### config.mk
export PLATFORM = sky130hd
export DESIGN_NAME = line_commit_scheduler
export DESIGN_NICKNAME = d
export VERILOG_FILES = /design/src/rtl/line_commit_scheduler.sv
export SDC_FILE = /design/constraint.sdc
export NUM_CORES = 1
export LEC_CHECK = 0
export CORE_ASPECT_RATIO = 0.9
export CORE_MARGIN = 2
export CORE_UTILIZATION = 56
export DETAILED_ROUTE_END_ITERATION = 16
export GPL_ROUTABILITY_DRIVEN = 0
export PLACE_DENSITY = 0.85
export SYNTH_ARGS = -nofsm -noshare
export SYNTH_HDL_FRONTEND = slang
export SYNTH_SLANG_ARGS = --single-unit
### constraint.sdc
create_clock -name pixelClk -period 6.9 [get_ports pixelClk]
set_input_delay 1.035 -clock pixelClk [delete_from_list [all_inputs] [get_ports pixelClk]]
set_output_delay 1.035 -clock pixelClk [all_outputs]
set_load 0.01 [all_outputs]
### src/rtl/line_commit_scheduler.sv
// Queues completed PPU scanlines and commits each one to the video line RAMs
// only while the VGA scan-out is outside its active read region.
module line_commit_scheduler #(
  parameter int unsigned DEPTH    = 4,
  parameter int unsigned PTR_W    = 2,
  parameter int unsigned H_ACTIVE = 160,
  parameter int unsigned H_TOTAL  = 800,
  parameter int unsigned V_ACTIVE = 144,
  parameter int unsigned V_TOTAL  = 525
) (
  input  logic             pixelClk,
  input  logic             nReset,
  input  logic [7:0]       LY,
  input  logic             updateBufferSignal,
  input  logic [9:0]       HCount,
  input  logic [9:0]       VCount,
  output logic             latchLine,
  output logic [PTR_W-1:0] pushSlot,
  output logic [PTR_W-1:0] popSlot,
  output logic [7:0]       wrAddr,
  output logic             wr_buffer,
  output logic [PTR_W:0]   pending,
  output logic             overflow,
  input  logic             clearOverflow
);

  localparam logic [9:0]   HActive   = 10'(H_ACTIVE);
  localparam logic [9:0]   HLast     = 10'(H_TOTAL - 4);
  localparam logic [9:0]   VActive   = 10'(V_ACTIVE);
  localparam logic [9:0]   VLast     = 10'(V_TOTAL - 2);
  localparam logic [9:0]   VEnd      = 10'(V_TOTAL - 1);
  localparam logic [PTR_W:0] FullCount = (PTR_W + 1)'(DEPTH);

  typedef enum logic [1:0] {StIdle, StSetup, StWrite, StHold} stateT;

  stateT            state;
  logic [PTR_W-1:0] wrPtr;
  logic [PTR_W-1:0] rdPtr;
  logic [7:0]       lastLY;
  logic [7:0]       lyMem [DEPTH];

  logic req, full, pop, push, drop, win;

  always_comb begin
    req  = updateBufferSignal && (LY != lastLY);
    full = (pending == FullCount);
    pop  = (state == StHold);
    // A pop in the same cycle frees the slot the new request needs.
    push = req && (!full || pop);
    drop = req && full && !pop;
    // The last 3 pixels before the read region resumes are excluded so a commit
    // started here always finishes outside it.
    win  = (HCount >= HActive && HCount <= HLast) ||
           (VCount >= VActive && VCount <= VLast) ||
           (VCount == VEnd && HCount <= HLast);
    latchLine = push;
    pushSlot  = wrPtr;
  end

  always_ff @(posedge pixelClk) begin
    if (push) lyMem[wrPtr] <= LY;
  end

  always_ff @(posedge pixelClk or negedge nReset) begin
    if (!nReset) begin
      state     <= StIdle;
      wrPtr     <= '0;
      rdPtr     <= '0;
      lastLY    <= 8'hFF;
      pending   <= '0;
      overflow  <= 1'b0;
      wrAddr    <= '0;
      popSlot   <= '0;
      wr_buffer <= 1'b0;
    end else begin
      if (req)  lastLY <= LY;
      if (push) wrPtr  <= wrPtr + 1'b1;
      if (pop)  rdPtr  <= rdPtr + 1'b1;

      case ({push, pop})
        2'b10:   pending <= pending + 1'b1;
        2'b01:   pending <= pending - 1'b1;
        default: pending <= pending;
      endcase

      if (drop)               overflow <= 1'b1;
      else if (clearOverflow) overflow <= 1'b0;

      case (state)
        StIdle: begin
          if (pending != '0 && win) begin
            state   <= StSetup;
            wrAddr  <= lyMem[rdPtr];
            popSlot <= rdPtr;
          end
        end
        StSetup: begin
          state     <= StWrite;
          wr_buffer <= 1'b1;
        end
        StWrite: begin
          state     <= StHold;
          wr_buffer <= 1'b0;
        end
        StHold: begin
          state <= StIdle;
        end
        default: begin
          state     <= StIdle;
          wr_buffer <= 1'b0;
        end
      endcase
    end
  end

endmodule

Word level (Yosys, flattened, before mapping)
Memories as Yosys holds them, arrays and structs flattened. A register that Yosys moved wholly into a read port is not among the register bits.
Index checks and enable logic that the tools add are counted.
{"block": "op_classes", "addsub": 4, "n_lt_le_gt_ge": 4, "n_eq_ne": 9, "muxes": 8, "reduce_logical": 20}
{"cell": "greater-or-equal comparator 10 x 8 -> 1 bit (second input constant)", "n": 2}
{"cell": "less-or-equal comparator 10 bit (second input constant)", "n": 2}
{"cell": "equality test 10 bit (second input constant)", "n": 1}
{"cell": "logical AND 1 bit", "n": 8}
{"cell": "inequality test 8 bit", "n": 1}
{"cell": "case mux 2 bit (4 select lines)", "n": 1}
{"cell": "equality test 2 bit (second input constant)", "n": 3}
{"cell": "case mux 3 bit (2 select lines)", "n": 1}
{"cell": "nonzero test 2 bit", "n": 3}
{"cell": "adder 2 x 1 -> 2 bit (second input constant)", "n": 2}
{"cell": "equality test 2 x 1 -> 1 bit (second input constant)", "n": 2}
{"cell": "2-to-1 mux 1 bit", "n": 4}
{"cell": "adder 3 x 1 -> 3 bit (second input constant)", "n": 1}
{"cell": "equality test 3 bit (second input constant)", "n": 1}
{"cell": "zero test 1 bit", "n": 3}
{"cell": "logical OR 1 bit", "n": 3}
{"cell": "nonzero test 3 bit", "n": 1}
{"cell": "subtractor 3 x 1 -> 3 bit (second input constant)", "n": 1}
{"cell": "zero test 2 bit", "n": 1}
{"cell": "2-to-1 mux 2 bit", "n": 1}
{"cell": "inequality test 2 bit (second input constant)", "n": 1}
{"cell": "case mux 1 bit (2 select lines)", "n": 1}
{"cell": "AND reduction 2 bit", "n": 1}
{"block": "word_totals", "register_bits": 21, "ramBits": 32, "input_bits": 32, "output_inout_bits": 18, "word_cells": 54, "n_memories": 1}
{"memory": "lyMem", "depth": 4, "width": 8, "read_ports": 1, "rd_clocked_by_memory_dff": 1, "wr": 1, "line": "40", "source": "logic [7:0] lyMem [DEPTH];"}

Longest topological paths before layout
Gate-level depths: netlist of the first run.
{"block": "depth", "ltp_word": 7, "ltp_mapped": 10, "depth_no_buf": 8}

Worst setup path after synthesis of the first run
Ideal clock, no wire load.
{"block": "synth_path", "path_kind": "input -> register", "from": "in LY[6]", "to": "reg pending[2]", "t_arrival_ns": 3.035, "required_ns": 6.823, "slack_ns": 3.787, "path_stages": 10, "n_path_buf": 2, "path_cell_list": "xor2_1 nor4_1 a21o_1 buf_2 buf_2 nand2_1 fa_1 a2111oi_0 a211oi_1 a21oi_1"}
{"block": "synth_between", "elab_chain_len": 5}
{"element": "from (decl)", "line": "13", "source": "input logic [7:0] LY,"}
{"element": "inequality test 8 bit *", "line": "45", "source": "req = updateBufferSignal && (LY != lastLY);"}
{"element": "logical AND 1 bit *", "line": "45"}
{"element": "logical AND 1 bit *", "line": "49", "source": "push = req && (!full || pop);"}
{"element": "equality test 2 x 1 -> 1 bit / equality test 2 bit (equally long branches)", "line": "80", "source": "case ({push, pop})"}
{"element": "case mux 3 bit (2 select lines) / nonzero test 2 bit (equally long branches)"}
{"element": "to (signal assigned)", "line": "81", "source": "2'b10: pending <= pending + 1'b1;"}
{"element": "to (signal assigned)", "line": "82", "source": "2'b01: pending <= pending - 1'b1;"}
{"element": "to (signal assigned)", "line": "83", "source": "default: pending <= pending;"}
{"element": "to (decl)", "line": "22", "source": "output logic [PTR_W:0] pending,"}
Every way passes the cells marked *; elsewhere a longest branch is shown, timed or not.
A chain may end at the register's enable or synchronous reset.

Worst setup path after layout of the first run
{"block": "layout_path", "from": "in LY[1]", "to": "out latchLine"}
{"block": "layout_between", "elab_chain_len": 3}
{"element": "inequality test 8 bit", "line": "45"}
{"element": "logical AND 1 bit", "line": "45"}
{"element": "logical AND 1 bit", "line": "49"}
{"element": "to (decl)", "line": "17", "source": "output logic latchLine,"}
Every way passes these cells.

==> flow_summary.json, run 1 <==
{
  "hold_start": "wrAddr[1]$_DFFE_PN0P_",
  "setup_viol": 0,
  "cts_made_buffers": 9,
  "cts.clk_slew.worst_paths_ps": 80,
  "dp_hpwl_um": 3611,
  "cts_sinks": 61,
  "placed_area_sq_um": 3289,
  "syn2layout_area_growth_pct": 27.19,
  "post-route-period-util_pct": 67.08,
  "grt_pass1_vias": 1795,
  "synth_area_sq_um": 2743,
  "path_max_fanout": 16,
  "io_buffer_count": 49,
  "first_iter_violations": 54,
  "required_ps": 5860,
  "drtPass1Iterations": 4,
  "layout_commonest_cell": "clkdlybuf4s50_1",
  "finalMaxSlewViolations": 0,
  "drc_errors": 0,
  "reg2reg_from": "lastLY[6]$_DFFE_PN1P_",
  "finalHoldViolCount": 0,
  "min_period_ps": 4629,
  "min_path_type": "register to register",
  "fmax_mhz": 216.0,
  "tns_ps": 0,
  "n_antenna_cell": 0,
  "crit_type": "input port to output pin",
  "globalRouteOverflowTotal": 0,
  "clk_latency_ps": 330,
  "root_buffer": "clkbuf_8",
  "die_height_um": 70.39,
  "antenna_found_initial": 0,
  "ioPinCount": 50,
  "cp-startpoint": "LY[1]",
  "grt_max_degree": 30,
  "wire_per_inst_um": 17.58,
  "clock_skew_ps": 7.599,
  "p_leak_nw": 1.358,
  "ys_ff_latch": 61,
  "rows": 24,
  "synthCells": 172,
  "ys_warn_count": 0,
  "nets": 268,
  "synth-async-reset-ratio_pct": 47.54,
  "cap_viol_max_count": 0,
  "ys_types": 41,
  "cts-resized-gates": 0,
  "ir_drop_mv": 0.2643,
  "stdcell_area_sq_um": 3488,
  "syn_nets": 213,
  "critPathLaunchType": "input port",
  "final_antenna_net_count": 0,
  "synth-main-ff-cell": "edfxtp_1",
  "regArea_sq_um": 1697,
  "synth_area_per_cell_sq_um": 15.95,
  "crit_path_end_kind": "output pin",
  "tritoncts": "yes",
  "arrival_ps": 3590,
  "mostFrequentLayoutCells": "clkdlybuf4s50_1, edfxtp_1, dfrtp_1, inv_1",
  "drive_gt1_share_pct": 23.28,
  "p_per_area_nw_per_um2": 402.3,
  "finalWirelength_um": 5220,
  "cts_setup_buffers": 0,
  "tightest_slew_ps": 819.3,
  "yosysSeqAreaShare_pct": 61.86,
  "core_sq_um": 4775,
  "grt_util_all_layers_pct": 21.50,
  "die_area_sq_um": 5474,
  "die_w_um": 77.77,
  "htreeDepth": 3,
  "multiInputGateArea_sq_um": 968.4,
  "fill_cells": 302,
  "ctsHoldBuffers": 0,
  "start_util_pct": 57.44,
  "synth_edf_count": 32,
  "rsz0062_at_grt": "no",
  "via_count": 1603,
  "slew_headroom_pct": 43.97,
  "grt_pass1_wl_um": 8631,
  "status": "finished, final reports clean",
  "cts_max_path_buffers": 2,
  "via_per_inst": 5.397
}
==> registers in the layout, summed over array words and instances (netlist names) <==
register,flops
pushSlot,2
state,2
lastLY,8
wrAddr,8
lyMem,32
popSlot,2
rdPtr,2
wr_buffer,1
pending,3
overflow,1
==> power by group <==
group          internal, mW  total [mW]  switching (mW)
sequential            0.501       0.587          0.0860
clock                 0.168       0.315           0.147
combinational         0.298       0.502           0.203
==> critical path, stage by stage <==
cell	delay (ps)
clkdlybuf4s50_1	550
xor2_1	200
nor4_1	450
a21o_1	570
nor2_1	240
clkdlybuf4s50_1	540
==> cell families (layout without fill, tap and decap cells) <==
kind of cell	Yosys count	in the layout	share of synthesized area [%]
adders and majority gates	9	9	4.380
AOI/OAI and AO/OA	20	20	5.520
muxes	30	30	16.88
and+or+nand+nor	22	22	4.699
buffers and inverters	18	78	2.828
DFF	61	61	61.86
xor gates and xnor gates	12	12	3.832
==> worst paths after layout <==
| kind | depth (start not counted) | end | slack, ps |
|---|---|---|---|
| max | 6 | latchLine | 2270 |
| min | 1 | wrAddr[1]$_DFFE_PN0P_ | 510 |
| max reg2reg | 8 | pending[2]$_DFFE_PN0P_ | 4000 |
| min reg2reg | 1 | wrAddr[1]$_DFFE_PN0P_ | 510 |
| max in group asynchronous | 2 | lastLY[4]$_DFFE_PN1P_ | 5480 |
| min in group asynchronous | 2 | wrAddr[1]$_DFFE_PN0P_ | 1100 |
==> cells in the mapped netlist, types with 3 or more instances <==
| master | instances | area, sq um |
|---|---|---|
| mux4_2 | 8 | 180.2 |
| ha_1 | 8 | 100.1 |
| dfstp_2 | 8 | 210.2 |
| nor2_1 | 3 | 11.26 |
| edfxtp_1 | 32 | 960.9 |
| mux2_2 | 10 | 112.6 |
| inv_1 | 12 | 45.04 |
| xor2_1 | 10 | 87.58 |
| mux2_4 | 10 | 150.1 |
| nand2_1 | 4 | 15.01 |
| and2_1 | 5 | 31.28 |
| dfrtp_1 | 21 | 525.5 |
==> metrics by stage <==
step	total power [mW]	std cells	setup slack, ps	util [%]	hold slack, ps
2_1_floorplan	0.8981	172	3787	-	528.4
3_3_place_gp	1.077	281	2417	68.89	497.0
3_5_place_dp	1.099	281	2291	68.89	498.3
4_1_cts	1.415	297	2267	73.06	518.3
5_1_grt	1.481	297	2093	73.06	543.6
6_report	1.403	297	2271	73.06	513.4
==> final cells by class <==
class | count | share of cell area [%]
clock buffer | 9 | 3.551
clock inverter | 7 | 2.152
tap | 65 | 2.331
inverter | 12 | 1.291
timing repair buffer | 50 | 14.28
sequential | 61 | 48.64
multi-input combinational | 93 | 27.76
==> routing by layer <==
layer	vias to the layer above	GRT usage (%)	share of wire [%]	wire length, um
met5	-	0	0	0
met1	792	26.95	43	2237
met3	15	4.134	4.5	234
met2	47	34.58	49	2566
met4	0	13.29	3.5	181
li1	749	-	-	-
(Power assumes the default switching activity.)
==> inputs of run 2 (changes only) <==
CORE_UTILIZATION = 52   (was 56)
PLACE_DENSITY = 0.79   (was 0.85)
clock period = 4.27 ns   (was 6.9 ns; I/O delays follow)
==> flow_summary.json, run 2 (synthesized netlist as in run 1, its figures left out) <==
{
  "required_ps": 3630,
  "min_period_ps": 3535,
  "die_area_sq_um": 5872,
  "drive_gt1_share_pct": 22.75,
  "die_w_um": 80.55,
  "rrSetupSlack_ps": 1640,
  "cap_viol_max_count": 0,
  "finalWirelength_um": 5017,
  "path_max_fanout": 9,
  "globalRouteOverflowTotal": 0,
  "r2r_cells": 8,
  "wire_per_inst_um": 16.72,
  "largest-register": "lyMem",
  "clk_latency_ps": 340,
  "cp-startpoint": "LY[6]",
  "crit_chain": "clkdlybuf4s50_1 -> xor2_1 -> nor4_1 -> a21o_1 -> nor2_1 -> clkdlybuf4s50_1",
  "cts.clk_slew.worst_paths_ps": 70,
  "grt_util_all_layers_pct": 19.73,
  "cts_setup_buffers": 0,
  "status": "finished, final reports clean",
  "grt_max_degree": 24,
  "crit_cells": 6,
  "n_antenna_cell": 0,
  "p_leak_nw": 1.368,
  "r2r_end": "pending[2]$_DFFE_PN0P_",
  "first_iter_violations": 37,
  "via_count": 1645,
  "rsz0062_at_grt": "no",
  "tns_ps": 0,
  "final_antenna_net_count": 0,
  "grt_pass1_vias": 1738,
  "via_per_inst": 5.483,
  "dp_hpwl_um": 3530,
  "io_buffer_count": 49,
  "fmax_mhz": 282.9,
  "slowest_stage": "clkdlybuf4s50_1",
  "start_util_pct": 53.14,
  "cpPeakStageDelay_ps": 540,
  "whs_ps": 515.1,
  "endpoint": "latchLine",
  "syn2layout_area_growth_pct": 27.33,
  "crit_type": "input port to output pin",
  "ir_drop_mv": 0.3348,
  "p_per_area_nw_per_um2": 643.0,
  "cts_made_buffers": 9,
  "layout_commonest_cell": "clkdlybuf4s50_1",
  "worst_path_most_repeated_cell": "clkdlybuf4s50_1",
  "core_sq_um": 5161,
  "cts_max_path_buffers": 2,
  "rows": 25,
  "cts_sinks": 61,
  "reg.largest.list": "lyMem: 32 flops, lastLY: 8 flops, wrAddr: 8 flops",
  "setup_viol": 0,
  "antenna_found_initial": 0,
  "die_height_um": 72.90,
  "critPathTopFamily": "buffers and inverters",
  "root_buffer": "clkbuf_8",
  "cts-resized-gates": 0,
  "finalMaxSlewViolations": 0,
  "critPathLaunchType": "input port",
  "largest_register_ffs": 32,
  "drtPass1Iterations": 5,
  "arrival_ps": 2890,
  "tightest_slew_ps": 1105,
  "crit_path_end_kind": "output pin",
  "grt_pass1_wl_um": 8286,
  "drc_errors": 0,
  "ctsHoldBuffers": 0,
  "tritoncts": "yes",
  "clock_skew_ps": 13.34,
  "finalHoldViolCount": 0,
  "crit_buf_inv": 2,
  "ioPinCount": 50,
  "htreeDepth": 3,
  "nets": 269,
  "post-route-period-util_pct": 82.78,
  "slew_headroom_pct": 26.09,
  "min_path_type": "register to register",
  "mostFrequentLayoutCells": "clkdlybuf4s50_1, edfxtp_1, dfrtp_1, inv_1",
  "reg2reg_from": "lastLY[6]$_DFFE_PN1P_"
}
==> run 2: changes by cell type in the layout (fill, tap and decap cells not counted) <==
cell	previous run	this run
clkbuf_1	0	1
buf_4	1	2
inv_6	1	0
clkinvlp_4	3	1
clkinv_2	1	2
clkinv_4	1	0
clkinv_1	0	1
clkbuf_8	9	10
==> run 2: metal layers <==
| metal | vias up | GRT usage (%) | wire [um] |
|---|---|---|---|
| met3 | 6 | 7.550 | 238 |
| met4 | 0 | 6.780 | 51 |
| met1 | 840 | 24.81 | 2238 |
| met2 | 46 | 31.67 | 2489 |
| met5 | - | 0 | 0 |
| li1 | 753 | - | - |
==> run 2: where the power goes <==
part	switching [mW]	internal [mW]	total, mW
clock	0.215	0.281	0.496
combinational	0.325	0.482	0.807
sequential	0.133	0.810	0.942
total	0.672	1.57	2.25
==> run 2: through the flow <==
| stage | util (%) | cell area [sq um] | std cells | setup slack, ps | power (mW) |
|---|---|---|---|---|---|
| finish | 67.66 | 3492 | 300 | 735.1 | 2.245 |
| global route | 67.66 | 3492 | 300 | 511.7 | 2.385 |
| CTS | 67.66 | 3492 | 300 | 697.2 | 2.268 |
| detailed placement | 63.93 | 3299 | 284 | 709.9 | 1.768 |
| global placement | 63.93 | 3299 | 284 | 778.3 | 1.745 |
| floorplan | - | 2743 | 172 | 1552 | 1.451 |
==> run 2: area by class of cell <==
cell class                      count  area, sq um
Tap cell                           67        83.83
Inverter                           12        45.04
Clock inverter                      5        51.30
Multi-Input combinational cell     93        968.4
Fill cell                         378         1669
Timing Repair Buffer               51        505.5
Sequential cell                    61         1697
Clock buffer                       11        141.4
==> run 2: how the worst min path moves through the flow <==
stage	depth (start not counted)	to	slack [ps]	startpoint
after floorplan	0	overflow$_DFFE_PN0P_	340	nReset
after global routing	1	wrAddr[6]$_DFFE_PN0P_	540	wrAddr[6]$_DFFE_PN0P_
final	1	wrAddr[3]$_DFFE_PN0P_	520	wrAddr[3]$_DFFE_PN0P_
after global placement	1	wrAddr[1]$_DFFE_PN0P_	500	wrAddr[1]$_DFFE_PN0P_
after CTS	1	wrAddr[4]$_DFFE_PN0P_	520	wrAddr[4]$_DFFE_PN0P_
after detailed placement	1	wrAddr[4]$_DFFE_PN0P_	500	wrAddr[4]$_DFFE_PN0P_
==> inputs of run 3 (changes only) <==
CORE_UTILIZATION = 47   (was 52)
PLACE_DENSITY = 0.76   (was 0.79)
clock period = 2.9 ns   (was 4.27 ns; I/O delays follow)
==> flow_summary.json, run 3 (synthesized netlist as in run 1, its figures left out) <==
{
  "die_area_sq_um": 6463,
  "setup_viol": 0,
  "nets": 283,
  "largest_register_ffs": 32,
  "fmax_mhz": 357.2,
  "fin_util_pct": 64.19,
  "fill_cells": 423,
  "finalMaxSlewViolations": 0,
  "drive_gt1_share_pct": 28.74,
  "rsz0062_at_grt": "no",
  "htreeDepth": 3,
  "placed_area_sq_um": 3421,
  "slew_headroom_pct": 55.17,
  "core_sq_um": 5660,
  "drc_errors": 0,
  "arrival_ps": 2360,
  "crit_type": "input port to output pin",
  "largest-register": "lyMem",
  "cts_setup_buffers": 0,
  "via_per_inst": 5.211,
  "root_buffer": "clkbuf_8",
  "final_antenna_net_count": 0,
  "layout_commonest_cell": "clkdlybuf4s50_1",
  "clk_latency_ps": 340,
  "finalHoldViolCount": 0,
  "cap_viol_max_count": 0,
  "ir_drop_mv": 0.5382,
  "n_antenna_cell": 0,
  "die_w_um": 84.52,
  "crit_path_end_kind": "output pin",
  "p_leak_nw": 1.441,
  "critPathLaunchType": "input port",
  "globalRouteOverflowTotal": 0,
  "wire_per_inst_um": 16.58,
  "tritoncts": "yes",
  "rrSetupSlack_ps": 400,
  "tns_ps": 0,
  "io_buffer_count": 49,
  "ioPinCount": 50,
  "cts_made_buffers": 9,
  "r2r_cells": 9,
  "start_util_pct": 48.45,
  "post-route-period-util_pct": 96.53,
  "endpoint": "latchLine",
  "die_height_um": 76.47,
  "grt_pass1_wl_um": 8783,
  "min_path_type": "input port to async pin",
  "grt_pass1_vias": 1773,
  "reg2reg_from": "lastLY[6]$_DFFE_PN1P_",
  "first_iter_violations": 66,
  "tightest_slew_ps": 672.5,
  "min_period_ps": 2800,
  "status": "finished, final reports clean",
  "required_ps": 2470,
  "whs_ps": 489.2,
  "reg.largest.list": "lyMem: 32 flops, lastLY: 8 flops, wrAddr: 8 flops",
  "path_max_fanout": 5,
  "syn2layout_area_growth_pct": 32.48,
  "cts_max_path_buffers": 2,
  "grt_max_degree": 30,
  "finalWirelength_um": 5256,
  "antenna_found_initial": 0,
  "mostFrequentLayoutCells": "clkdlybuf4s50_1, edfxtp_1, dfrtp_1, buf_4, inv_1",
  "drtPass1Iterations": 4,
  "stdcell_area_sq_um": 3633,
  "cts_sinks": 61,
  "p_per_area_nw_per_um2": 934.4,
  "r2r_end": "pending[2]$_DFFE_PN0P_",
  "rows": 26,
  "grt_util_all_layers_pct": 18.25,
  "dp_hpwl_um": 3660,
  "cts.clk_slew.worst_paths_ps": 70,
  "clock_skew_ps": 5.174,
  "via_count": 1652,
  "cp-startpoint": "LY[1]"
}
[run 3: cell types whose count changed in the layout (fill, tap and decap cells not counted)]
cell        before  now
clkinvlp_4       1    2
clkbuf_8        10    9
nor4_2           0    2
buf_12           0    1
clkinv_2         2    1
clkbuf_1         1    0
nor4_1           2    0
clkinv_4         0    3
buf_4            2   15
clkinv_1         1    0
[run 3: worst min path at each step]
stage / endpoint / depth (start not counted) / startpoint / slack, ps
final: popSlot[0]$_DFFE_PN0P_ / 2 / nReset / 490
after global routing: popSlot[0]$_DFFE_PN0P_ / 2 / nReset / 520
after detailed placement: popSlot[0]$_DFFE_PN0P_ / 1 / popSlot[0]$_DFFE_PN0P_ / 500
after CTS: popSlot[0]$_DFFE_PN0P_ / 2 / nReset / 490
after global placement: wrAddr[4]$_DFFE_PN0P_ / 1 / wrAddr[4]$_DFFE_PN0P_ / 490
after floorplan: overflow$_DFFE_PN0P_ / 0 / nReset / 140
[run 3: routing by layer]
metal	GRT usage, %	wire length [um]
met5	0	0
met4	7.937	113
met3	5.850	246
met2	29.76	2623
met1	22.26	2271
[run 3: per-stage QoR]
step	std cells	power, mW	worst slack [ps]
6_report	317	3.395	100.5
5_1_grt	317	3.598	13.48
4_1_cts	317	3.428	35.72
3_5_place_dp	301	2.676	-153.8
3_3_place_gp	301	2.625	6.895
2_1_floorplan	172	2.137	380.0
[run 3: where the power goes]
part	internal [mW]	switching, mW
clock	0.398	0.342
sequential	1.19	0.201
combinational	0.767	0.496
total	2.36	1.04
[run 3: area by class of cell]
| cell class | instances | area (sq um) | share of cell area [%] |
|---|---|---|---|
| Clock inverter | 7 | 76.32 | 2.101 |
| Inverter | 12 | 45.04 | 1.240 |
| Tap cell | 70 | 87.58 | 2.410 |
| Clock buffer | 9 | 123.9 | 3.409 |
| Multi-Input combinational cell | 93 | 980.9 | 27.00 |
| Timing Repair Buffer | 65 | 623.1 | 17.15 |
| Sequential cell | 61 | 1697 | 46.69 |
[run 3: critical path: stages]
cell,delay (ps)
clkdlybuf4s50_1,490
xor2_1,240
nor4_2,90
buf_4,150
a21o_1,220
nor2_1,180
clkdlybuf4s50_1,560
[run 3: what timing repair did]
item	in CTS	in global routing
gates resized for setup	0	2
endpoints found under the setup margin	0	2
hold buffers	0	0
